`src/rtl/seven_seg_scanner.sv`:
```
// Four-digit multiplexed seven-segment scanner.
// A prescaler sets the dwell time of each digit. The first GHOST cycles of each
// dwell are blanked so that a digit's segments are not shown while the
// selection changes. New display values are double-buffered and change only at
// a frame boundary. Leading zeros can optionally be blanked.
module seven_seg_scanner #(
  parameter int DIV   = 50000,
  parameter int GHOST = 500
) (
  input  logic        clk,
  input  logic        rst,
  input  logic        wr_en,
  input  logic [15:0] wr_data,
  input  logic        blank_lz,
  output logic [3:0]  digit_nibble,
  output logic [3:0]  digit_sel,
  output logic        frame_done
);

  localparam int CW = $clog2(DIV);

  typedef enum logic [1:0] {D0, D1, D2, D3} state_t;

  state_t        state_p0;
  state_t        state_nxt;
  logic [CW-1:0] cnt_p0;
  logic [15:0]   pending_p0;
  logic [15:0]   active_p0;
  logic          pend_p0;
  logic          blank_lz_p0;
  logic          frame_done_p0;
  logic          tick;
  logic          xfer;
  logic          ghost;
  logic          blanked;

  // Active-low one-hot enable for the digit scanned in a given state.
  function automatic logic [3:0] sel_for(input state_t s);
    logic [3:0] onehot;
    onehot = 4'b0001 << s;
    return ~onehot;
  endfunction

  assign tick = (cnt_p0 == CW'(DIV - 1));
  assign xfer = tick && (state_p0 == D3);

  // Prescaler: counts 0..DIV-1; the wrap cycle is the digit-advance tick.
  always_ff @(posedge clk or posedge rst) begin
    if (rst) begin
      cnt_p0 <= '0;
    end else if (tick) begin
      cnt_p0 <= '0;
    end else begin
      cnt_p0 <= cnt_p0 + CW'(1);
    end
  end

  // Scan state register.
  always_ff @(posedge clk or posedge rst) begin
    if (rst) begin
      state_p0 <= D0;
    end else begin
      state_p0 <= state_nxt;
    end
  end

  // Next-state: advance one digit per tick, wrapping D3 back to D0.
  always_comb begin
    state_nxt = state_p0;
    if (tick) begin
      case (state_p0)
        D0:      state_nxt = D1;
        D1:      state_nxt = D2;
        D2:      state_nxt = D3;
        default: state_nxt = D0;
      endcase
    end
  end

  // Double buffer: writes land in pending; active is loaded only at the frame
  // boundary. A write on the transfer tick itself stays pending for next frame.
  always_ff @(posedge clk or posedge rst) begin
    if (rst) begin
      pending_p0 <= '0;
      active_p0  <= '0;
      pend_p0    <= 1'b0;
    end else begin
      if (xfer && pend_p0) begin
        active_p0 <= pending_p0;
      end
      if (wr_en) begin
        pending_p0 <= wr_data;
        pend_p0    <= 1'b1;
      end else if (xfer) begin
        pend_p0 <= 1'b0;
      end
    end
  end

  // Register blank_lz and the frame pulse so no input reaches an output combinationally.
  always_ff @(posedge clk or posedge rst) begin
    if (rst) begin
      blank_lz_p0   <= 1'b0;
      frame_done_p0 <= 1'b0;
    end else begin
      blank_lz_p0   <= blank_lz;
      frame_done_p0 <= xfer;
    end
  end

  // Output decode from registered state: nibble select, ghost window, leading-zero blanking.
  always_comb begin
    digit_nibble = 4'h0;
    blanked      = 1'b0;
    case (state_p0)
      D0: begin
        digit_nibble = active_p0[3:0];
        blanked      = 1'b0;
      end
      D1: begin
        digit_nibble = active_p0[7:4];
        blanked      = blank_lz_p0 && (active_p0[15:4] == 12'h000);
      end
      D2: begin
        digit_nibble = active_p0[11:8];
        blanked      = blank_lz_p0 && (active_p0[15:8] == 8'h00);
      end
      default: begin
        digit_nibble = active_p0[15:12];
        blanked      = blank_lz_p0 && (active_p0[15:12] == 4'h0);
      end
    endcase
    ghost     = (cnt_p0 < CW'(GHOST));
    digit_sel = 4'b1111;
    if (!ghost && !blanked) begin
      digit_sel = sel_for(state_p0);
    end
  end

  assign frame_done = frame_done_p0;

endmodule

```
`config.mk`:
```
export PLATFORM = sky130hd
export DESIGN_NAME = seven_seg_scanner
export DESIGN_NICKNAME = d
export VERILOG_FILES = /design/src/rtl/seven_seg_scanner.sv
export SDC_FILE = /design/constraint.sdc
export NUM_CORES = 1
export LEC_CHECK = 0
export BUFFER_PORTS_ARGS = -buffer_cell sky130_fd_sc_hd__buf_2
export CAP_MARGIN = 20
export CORE_MARGIN = 1.5
export CORE_UTILIZATION = 57
export DETAILED_ROUTE_END_ITERATION = 16
export GPL_ROUTABILITY_DRIVEN = 0
export PLACE_DENSITY = 0.8
export REMOVE_ABC_BUFFERS = 1
export SLEW_MARGIN = 10
export SYNTH_ARGS = -nofsm -noshare
export SYNTH_HDL_FRONTEND = slang
export SYNTH_SLANG_ARGS = --single-unit
```
`constraint.sdc`:
```
create_clock -name clk -period 2.77 [get_ports clk]
set_input_delay 0 -clock clk [delete_from_list [all_inputs] [get_ports clk]]
set_output_delay 0 -clock clk [all_outputs]
set_load 0.005 [all_outputs]
```
==> flow_metrics.py <==
metrics = {
    "cells_and_area": {
        "layout_commonest_cell": "sky130_fd_sc_hd__dfrtp_1",
        "final_layout_size_suffix_gt1_share_pct": 32.37,
        "commonest_cells_after_routing_fill_and_taps_aside": "sky130_fd_sc_hd__dfrtp_1 (53), sky130_fd_sc_hd__buf_2 (28), sky130_fd_sc_hd__mux2_2 (22), sky130_fd_sc_hd__dlygate4sd3_1 (18), sky130_fd_sc_hd__nor2_1 (14)",
        "syn_to_final_growth_pct": 17.74,
        "fillerInstances": 282,
        "layout.nets": 266,
        "n_antenna_cell": 0,
    },
    "clock_tree": {
        "ctsHtreeMaxLevel": 2,
        "hold_buffers": 18,
        "clk_latency_ns": 0.30,
        "path_clk_slew_ns": 0.09,
        "numClockSinks": 53,
        "cts-root-to-sink-buffers": 2,
        "cts-buffers-inserted": 5,
        "cts_root_buf": "sky130_fd_sc_hd__clkbuf_8",
        "cts-resized-gates": 0,
        "post-cts-setup-buffer-count": 0,
        "cts_tree": "built",
    },
    "yosys": {
        "synth_area_per_cell_um2": 13.00,
        "synth_seq_cells": 53,
        "synth_seq_area_share_pct": 53.43,
        "netlist_instances": 191,
        "post_synth_main_area_contributors": "sky130_fd_sc_hd__dfrtp_1 (53%), sky130_fd_sc_hd__mux2_2 (10%), sky130_fd_sc_hd__mux2_4 (6.0%), sky130_fd_sc_hd__ha_1 (3.0%), sky130_fd_sc_hd__xnor2_1 (2.5%)",
        "netlist_area_mm2": 0.002482,
        "yosysTopAreaCellShare_pct": 53.43,
        "synth-async-reset-ratio_pct": 100.0,
        "ys_warnings": 0,
        "synth_area_leader": "sky130_fd_sc_hd__dfrtp_1",
        "synth-main-ff-cell": "sky130_fd_sc_hd__dfrtp_1",
        "synth_cell_type_count": 37,
        "synth_edf_count": 0,
    },
    "sta": {
        "worst-slew-pin-transition_ns": 0.4857,
        "timing.final.crit_share_pct": 81.44,
        "fmax_mhz": 443.3,
        "layout_min_cycle_time_ns": 2.256,
        "fin_setup_tns_ns": 0,
        "count_of_final_hold_check_violations": 0,
        "setup_repair_after_global_routing_missed_its_margin": "no",
        "maxSlewHeadroom_pct": 67.28,
        "timing.final.setup_violations": 0,
        "worst_clock_skew_ns": 0.007063,
        "drv_slew": 0,
    },
    "run_status": {
        "status": "finished clean",
    },
    "power_and_ir_drop": {
        "power.density_mw_per_mm2": 463.0,
        "vdd_ir_drop_max_uv": 354.8,
        "static-leakage-power_uw": 0.001343,
        "design_power_total_uw": 1353,
    },
    "setup_path": {
        "critical_path_required_time_ns": 2.96,
        "criticalPathCategory": "register to register",
        "cp-startpoint": "cnt_p0[5]",
        "number_of_cell_instances_on_the_worst_register_to_register_path": 5,
        "crit-reg2reg-launch": "cnt_p0[5]",
        "setup_slack_reg_to_reg_ns": 0.51,
        "worstSetupStartpointType": "register",
        "r2r-end": "active_p0[11]",
        "critical_path_arrival_ns": 2.44,
        "worstSetupEndpoint": "active_p0[11]",
        "crit_path_end_kind": "register",
        "timing.critical_path.fanout_max": 16,
    },
    "global_route": {
        "global_route.usage.total_pct": 21.57,
        "grt.overflow.total": 0,
        "vias_in_the_first_global_route": 1629,
        "grt_first_pass_wirelength_um": 7403,
        "initial_antenna_violation_count": 0,
        "grt_start_max_net_pins": 54,
    },
    "floorplanning": {
        "die_width_um": 68.99,
        "die_y_um": 68.99,
        "design.portCount": 29,
        "initial_utilization_pct": 60.75,
        "floorplan.die_area_mm2": 0.004760,
        "design.core.area_mm2": 0.004086,
        "rows": 23,
    },
    "routing": {
        "drt-total-wl_um": 4414,
        "vias_per_cell": 5.560,
        "drc_errors": 0,
        "drt_pass1_iterations": 4,
        "detailroute.via_count": 1618,
        "drtAntennaViolNets": 0,
        "drtIter0Drc": 70,
        "routedWlPerCell_um": 15.17,
    },
    "placement": {
        "detailedPlacementHpwl_um": 3008,
        "port-buffer-count": 28,
    },
    "worst_hold_path": {
        "hold_class": "input pin to register",
    },
    "job": {
        "drv.max_cap_violation_count": 0,
    },
}
==> worst min-delay path by stage <==
stage                  endpoint  slack [ns]  cells after the start  startpoint
floorplan           blank_lz_p0        0.03                      0    blank_lz
global placement    blank_lz_p0        0.11                      1    blank_lz
detailed placement  blank_lz_p0        0.11                      1    blank_lz
CTS                     pend_p0        0.16                      2       wr_en
global route            pend_p0        0.19                      2       wr_en
finish                  pend_p0        0.16                      2       wr_en
==> power by group <==
group	internal (µW)	switching (µW)	total (µW)
logic	50.0	31.6	81.7
clock network	226	236	462
registers	797	12.2	809
total	1070	280	1350
==> synth_stat cells, types with 3 or more instances <==
cell and n:
sky130_fd_sc_hd__xnor2_1 7, sky130_fd_sc_hd__dfrtp_1 53, sky130_fd_sc_hd__nand3_1 11, sky130_fd_sc_hd__nand2_1 6
sky130_fd_sc_hd__o21ai_0 4, sky130_fd_sc_hd__mux2_4 10, sky130_fd_sc_hd__and4_1 3, sky130_fd_sc_hd__ha_1 6
sky130_fd_sc_hd__nor2_1 14, sky130_fd_sc_hd__xor2_1 6, sky130_fd_sc_hd__a222oi_1 4, sky130_fd_sc_hd__and3_1 5
sky130_fd_sc_hd__inv_1 7, sky130_fd_sc_hd__nand4_1 4, sky130_fd_sc_hd__mux2_2 22, sky130_fd_sc_hd__mux2i_1 4
==> layout make-up <==
cell class / instances / area (µm²) / area share (%)
flip-flops and latches: 53 / 1326 / 45.38
multi-input cells: 124 / 1051 / 35.96
well taps: 50 / 62.56 / 2.140
repair buffers: 49 / 355.3 / 12.16
inverters: 7 / 26.28 / 0.8990
clock buffers: 7 / 96.34 / 3.296
clock inverters: 1 / 5.005 / 0.1712
==> layer usage <==
metal | GRT usage (%) | up-vias | part of all wire, %
met1 | 25.99 | 806 | 44
met4 | 4.902 | 0 | 0.23
li1 | - | 780 | -
met2 | 38.46 | 30 | 53
met5 | 0 | - | 0
met3 | 5.844 | 2 | 3.0
==> logic make-up (layout without fill, tap and decap cells) <==
kind of cell	count (synthesis)	in the layout	share of synthesized area (%)
buf+inv	14	64	4.234
mux	36	36	17.64
compound gates	12	12	3.478
fa+ha+maj	6	6	3.024
xor+xnor	13	13	4.587
flops	53	53	53.43
simple gates	57	57	13.61
==> sequential cells by signal, summed over array words and instances, names as in the netlist <==
| name | cells |
|---|---|
| frame_done | 1 |
| blank_lz_p0 | 1 |
| pend_p0 | 1 |
| state_p0 | 2 |
| cnt_p0 | 16 |
| pending_p0 | 16 |
| active_p0 | 16 |
==> stage by stage <==
stage	setup WS, ns	utilization [%]	cell area [µm²]	cells	hold slack, ns
2_1_floorplan	0.2023	-	2404	184	0.03143
3_3_place_gp	0.5771	64.15	2621	264	0.1096
3_5_place_dp	0.5219	64.15	2621	264	0.1105
4_1_cts	0.4949	71.03	2903	290	0.1619
5_1_grt	0.3782	71.52	2923	291	0.1852
6_report	0.5140	71.52	2923	291	0.1643
==> critical path, stage by stage (launching register included) <==
cell and delay (ns):
sky130_fd_sc_hd__dfrtp_1 0.45, sky130_fd_sc_hd__or4b_4 0.56, sky130_fd_sc_hd__nor4_4 0.30, sky130_fd_sc_hd__and3_1 0.19, sky130_fd_sc_hd__buf_4 0.28, sky130_fd_sc_hd__mux2_2 0.37
Note: power is estimated with default switching activity, not from simulation.
